File: src/rtl/spi_display_tx.sv
// Byte-wide SPI mode-0 transmitter for a display panel with a data/command line.
// Define SPI_DISPLAY_TX_FIFO_EN to add a 4-entry request FIFO in front of the shifter.
module spi_display_tx #(
    parameter int unsigned CLK_DIV = 4
) (
    input  logic       clk,
    input  logic       reset,
    input  logic       spi_start,
    input  logic [7:0] spi_data_in,
    input  logic       spi_dc,
    output logic       spi_busy,
    output logic       spi_done,
    output logic       sclk,
    output logic       mosi,
    output logic       cs_n,
    output logic       dc
);

    localparam int unsigned CNT_W  = 8;
    localparam int unsigned BIT_W  = 3;
    localparam int unsigned WORD_W = 9;
    localparam logic [CNT_W-1:0] DIV_LAST = CNT_W'(CLK_DIV - 1);

    typedef enum logic [1:0] {IDLE, SETUP, SHIFT, HOLD} state_t;

    state_t             state, state_n;
    logic [CNT_W-1:0]   cnt, cnt_n;
    logic [BIT_W-1:0]   bit_cnt, bit_cnt_n;
    logic [7:0]         shreg, shreg_n;
    logic               sclk_n, mosi_n, cs_n_n, dc_n, busy_n, done_n;

    // Request staging: q_head is the {dc, data} word the next transfer starts from
    logic               q_push, q_pop, q_valid, q_queued_n;
    logic [WORD_W-1:0]  q_head;

    assign q_pop = (state == IDLE) && q_valid;

`ifdef SPI_DISPLAY_TX_FIFO_EN
    localparam int unsigned FIFO_DEPTH = 4;
    localparam int unsigned PTR_W      = 2;
    localparam int unsigned FCNT_W     = 3;

    logic [WORD_W-1:0] fifo_mem [FIFO_DEPTH];
    logic [PTR_W-1:0]  wr_ptr, rd_ptr;
    logic [FCNT_W-1:0] fifo_cnt, fifo_cnt_n;

    assign q_push  = spi_start && (fifo_cnt != FCNT_W'(FIFO_DEPTH));
    assign q_valid = (fifo_cnt != '0);
    assign q_head  = fifo_mem[rd_ptr];

    always_comb begin
        fifo_cnt_n = fifo_cnt;
        case ({q_push, q_pop})
            2'b10:   fifo_cnt_n = fifo_cnt + FCNT_W'(1);
            2'b01:   fifo_cnt_n = fifo_cnt - FCNT_W'(1);
            default: fifo_cnt_n = fifo_cnt;
        endcase
    end

    assign q_queued_n = (fifo_cnt_n != '0);

    always_ff @(posedge clk) begin
        if (reset) begin
            wr_ptr   <= '0;
            rd_ptr   <= '0;
            fifo_cnt <= '0;
        end else begin
            if (q_push) begin
                fifo_mem[wr_ptr] <= {spi_dc, spi_data_in};
                wr_ptr           <= wr_ptr + PTR_W'(1);
            end
            if (q_pop) begin
                rd_ptr <= rd_ptr + PTR_W'(1);
            end
            fifo_cnt <= fifo_cnt_n;
        end
    end
`else
    // Single holding slot; requests arriving while a transfer is pending or active are ignored
    logic              pend_valid;
    logic [WORD_W-1:0] pend_word;

    assign q_push     = spi_start && (state == IDLE) && !pend_valid;
    assign q_valid    = pend_valid;
    assign q_head     = pend_word;
    assign q_queued_n = 1'b0;

    always_ff @(posedge clk) begin
        if (reset) begin
            pend_valid <= 1'b0;
            pend_word  <= '0;
        end else if (q_push) begin
            pend_valid <= 1'b1;
            pend_word  <= {spi_dc, spi_data_in};
        end else if (q_pop) begin
            pend_valid <= 1'b0;
        end
    end
`endif

    always_ff @(posedge clk) begin
        if (reset) begin
            state    <= IDLE;
            cnt      <= '0;
            bit_cnt  <= '0;
            shreg    <= '0;
            sclk     <= 1'b0;
            mosi     <= 1'b0;
            cs_n     <= 1'b1;
            dc       <= 1'b0;
            spi_busy <= 1'b0;
            spi_done <= 1'b0;
        end else begin
            state    <= state_n;
            cnt      <= cnt_n;
            bit_cnt  <= bit_cnt_n;
            shreg    <= shreg_n;
            sclk     <= sclk_n;
            mosi     <= mosi_n;
            cs_n     <= cs_n_n;
            dc       <= dc_n;
            spi_busy <= busy_n;
            spi_done <= done_n;
        end
    end

    always_comb begin
        state_n   = state;
        cnt_n     = cnt;
        bit_cnt_n = bit_cnt;
        shreg_n   = shreg;
        sclk_n    = sclk;
        mosi_n    = mosi;
        cs_n_n    = cs_n;
        dc_n      = dc;
        done_n    = spi_done;

        if (q_push) begin
            done_n = 1'b0;
        end

        case (state)
            IDLE: begin
                cs_n_n    = 1'b1;
                sclk_n    = 1'b0;
                mosi_n    = 1'b0;
                cnt_n     = '0;
                bit_cnt_n = '0;
                if (q_pop) begin
                    state_n = SETUP;
                    shreg_n = q_head[7:0];
                    dc_n    = q_head[8];
                    mosi_n  = q_head[7];
                    cs_n_n  = 1'b0;
                end
            end
            SETUP: begin
                if (cnt == DIV_LAST) begin
                    state_n = SHIFT;
                    cnt_n   = '0;
                    sclk_n  = 1'b1;
                end else begin
                    cnt_n = cnt + CNT_W'(1);
                end
            end
            // Falling edge shifts the next bit out; the 8th low phase hands over to HOLD
            SHIFT: begin
                if (cnt == DIV_LAST) begin
                    cnt_n = '0;
                    if (sclk) begin
                        sclk_n  = 1'b0;
                        shreg_n = {shreg[6:0], 1'b0};
                        mosi_n  = shreg[6];
                    end else if (bit_cnt == BIT_W'(7)) begin
                        state_n = HOLD;
                    end else begin
                        bit_cnt_n = bit_cnt + BIT_W'(1);
                        sclk_n    = 1'b1;
                    end
                end else begin
                    cnt_n = cnt + CNT_W'(1);
                end
            end
            HOLD: begin
                if (cnt == DIV_LAST) begin
                    state_n = IDLE;
                    cnt_n   = '0;
                    cs_n_n  = 1'b1;
                    mosi_n  = 1'b0;
                    if (!q_queued_n) begin
                        done_n = 1'b1;
                    end
                end else begin
                    cnt_n = cnt + CNT_W'(1);
                end
            end
            default: state_n = IDLE;
        endcase

        busy_n = (state_n != IDLE) || q_queued_n;
    end

endmodule
File: config.mk
export PLATFORM = sky130hd
export DESIGN_NAME = spi_display_tx
export DESIGN_NICKNAME = d
export VERILOG_FILES = /design/src/rtl/spi_display_tx.sv
export SDC_FILE = /design/constraint.sdc
export NUM_CORES = 1
export LEC_CHECK = 0
export ABC_AREA = 0
export CORE_MARGIN = 1.5
export CORE_UTILIZATION = 52
export CTS_CLUSTER_DIAMETER = 80
export CTS_CLUSTER_SIZE = 28
export DETAILED_ROUTE_END_ITERATION = 6
export GPL_TIMING_DRIVEN = 0
export HOLD_SLACK_MARGIN = 0.06
export PLACE_DENSITY = 0.75
export SYNTH_ARGS = -nofsm -noshare
export SYNTH_HDL_FRONTEND = slang
export SYNTH_SLANG_ARGS = --single-unit
File: constraint.sdc
create_clock -name clk -period 2.3 [get_ports clk]
set_input_delay 0.23 -clock clk [delete_from_list [all_inputs] [get_ports clk]]
set_output_delay 0.23 -clock clk [all_outputs]
set_load 0.05 [all_outputs]
==> impl_metrics.csv <==
group,metric,value,unit
sta,drv_slew,0,
place,dp_hpwl,2660,um
global_routing,grt_pass1_wl,6070,um
power_and_ir_drop,leakagePower,0.749,nW
cells_and_area,area_growth,16.8,%
sta,tightest_slew,514,ps
clock_tree,clk_path_buf_depth,2,
global_routing,grt-ovfl-total,0,
cells_and_area,layout.cells.most_common_list,"36 x dfxtp_1, 26 x nand2_1, 19 x nor2_1, 19 x a21oi_1, 17 x clkdlybuf4s50_1",
clock_tree,cts_resized,0,
routing,wl_per_cell,14.0,um
place,place_ws,269,ps
clock_tree,htree_num_levels,2,
cells_and_area,nNetsFinal,235,
cells_and_area,multi_input_comb_area,913,um^2
logic_synthesis,synth-seq-cells,36,
logic_synthesis,ys_seq_area_share,42.7,%
floorplanning,die_w,60.0,um
place,port_buffers,17,
logic_synthesis,synthFlopType,"dfxtp_1",
flow_run,drv_cap,0,
logic_synthesis,syn_nets,211,
floorplanning,die_h,60.0,um
cells_and_area,n_antenna_cell,0,
critical_path,cp-start-kind,"flip-flop",
routing,drc_errors,0,
sta,timing.final.crit_share,92.0,%
critical_path,worstSetupPathType,"flip-flop to flip-flop",
critical_path,crit_fanout,10,
global_routing,grt_start_max_net_pins,11,
cells_and_area,drive_gt1_share,8.33,%
logic_synthesis,netlist_instances,191,
routing,vias_per_cell,5.61,
place,gp_congestion,0.860,
floorplanning,ios,18,
clock_tree,numCtsBuffers,5,
logic_synthesis,netlist_area,1690,um^2
power_and_ir_drop,vdd_ir_drop_max,0.418,mV
clock_tree,clk_latency,340,ps
logic_synthesis,synth_area_leaders,"dfxtp_1 43%, ha_1 5.9%, nand2_1 5.8%",
global_routing,grt_antenna_before_repair,0,
routing,drt-initial-drc-count,94,
clock_tree,cts_setup_buffers,0,
critical_path,arrival,2340,ps
clock_tree,clock-sinks,36,
critical_path,cp-end-kind,"flip-flop",
sta,setup_ws,183,ps
clock_tree,cts_root_buf,"clkbuf_4",
clock_tree,holdBufCountCts,0,
logic_synthesis,async_flop_share,0,%
critical_path,worstPathRequired,2520,ps
clock_tree,clk_pin_slew,110,ps
cells_and_area,nFillCells,264,
floorplanning,rows,20,
logic_synthesis,synth_cell_types,43,
sta,fin_worst_skew,14.3,ps
routing,ant_nets,0,
sta,setup_viol,0,
global_routing,first_global_vias,1348,
sta,relSlewSlack,64.7,%
sta,setup_tns,0,ps
floorplanning,dieArea,3600,um^2
cells_and_area,final_common_cell,"dfxtp_1",
global_routing,track_usage,23.0,%
routing,routed_wl,3640,um
logic_synthesis,synth.avg_cell_area,8.84,um^2
logic_synthesis,synth_top_area_share,42.7,%
logic_synthesis,yosys.area.top_type,"dfxtp_1",
sta,fin_crit,2120,ps
cells_and_area,ff_latch_area,721,um^2
power_and_ir_drop,powerDensity,596,nW/um^2
outcome,outcome,"finished clean",
sta,finalHoldViolations,0,
floorplanning,coreArea,3080,um^2
floorplanning,initial_core_util,54.8,%
sta,fmax,472,MHz
min_path,hold_class,"input port to flip-flop",
routing,vias,1458,
sta,rsz0062_at_grt,"false",
logic_synthesis,ys_warn_count,0,
routing,drtPass1Iterations,5,
clock_tree,cts_tree,"built",
logic_synthesis,synth_edf_count,0,
[sequential cells by signal, indices dropped and copies added, names as in the netlist, 2 cells and up]
name	cells
cnt	8
shreg	7
pend_word	9
bit_cnt	3
state	2
[routing by layer]
metal / GRT usage, % / part of all wire [%] / up-vias
met1: 30.1 / 47 / 680
met3: 5.19 / 4.0 / 7
met5: 0 / 0 / -
li1: - / - / 730
met2: 35.1 / 47 / 41
met4: 12.7 / 1.8 / 0
[kinds of logic (layout without fill, tap and decap cells)]
group	after synthesis	in the layout	synth area share, %
simple gates	81	81	24.5
buf+inv	13	38	3.19
xor+xnor	6	6	3.11
mux	2	2	1.26
fa+ha+maj	8	8	5.93
flops	36	36	42.7
compound gates	45	45	19.3
[power breakdown]
group	leakage (nW)	switching, mW	internal, mW	total [mW]
clock	0.0326	0.196	0.151	0.347
sequential	0.292	0.0176	0.647	0.665
combinational	0.424	0.0980	0.0651	0.163
total	0.749	0.311	0.863	1.17
[through the flow]
step	instance area, um^2	utilization (%)	power [mW]	cells	hold WS, ps
6_report	1970	64.1	1.17	260	428
5_1_grt	1970	64.1	1.23	260	419
4_1_cts	1970	64.1	1.18	260	422
3_5_place_dp	1910	62.2	0.839	252	445
3_3_place_gp	1910	62.2	0.833	252	437
2_1_floorplan	1690	-	0.782	191	366
[cell usage after synthesis, drive strengths merged (3+ instances only)]
cell,n
dfxtp,36
nand2,27
a21oi,20
nor2,19
nand3,13
a22oi,8
ha,8
a221o,6
clkbuf,6
inv,4
nor2b,4
a221oi,3
buf,3
nand2b,3
nor3,3
xnor2,3
xor2,3
[path summary, 6_finish.rpt]
path                                                   to  slack [ps]                      start  cells past startpoint
worst max-delay path                  spi_done$_SDFF_PP0_         180        state[0]$_SDFF_PP0_                      8
worst min-delay path            pend_word[8]$_SDFFE_PP0P_         430                     spi_dc                      3
worst max register to register        spi_done$_SDFF_PP0_         180        state[0]$_SDFF_PP0_                      8
worst min register to register  pend_word[7]$_SDFFE_PP0P_         460  pend_word[7]$_SDFFE_PP0P_                      2
[critical path, stage by stage, from the launching register on]
cell	delay (ps)
dfxtp_1	360
inv_1	140
ha_1	160
clkbuf_1	330
nor2b_1	400
nand2_1	120
clkbuf_1	240
a22oi_1	190
nor2_1	50
[area by class of cell]
cell class / count / area share, %
sequential: 36 / 36.5
timing repair buffer: 17 / 8.63
tap: 44 / 2.79
inverter: 4 / 0.761
buffer: 9 / 1.97
multi-input combinational: 142 / 46.3
clock buffer: 8 / 2.98
(Power assumes the default switching activity.)
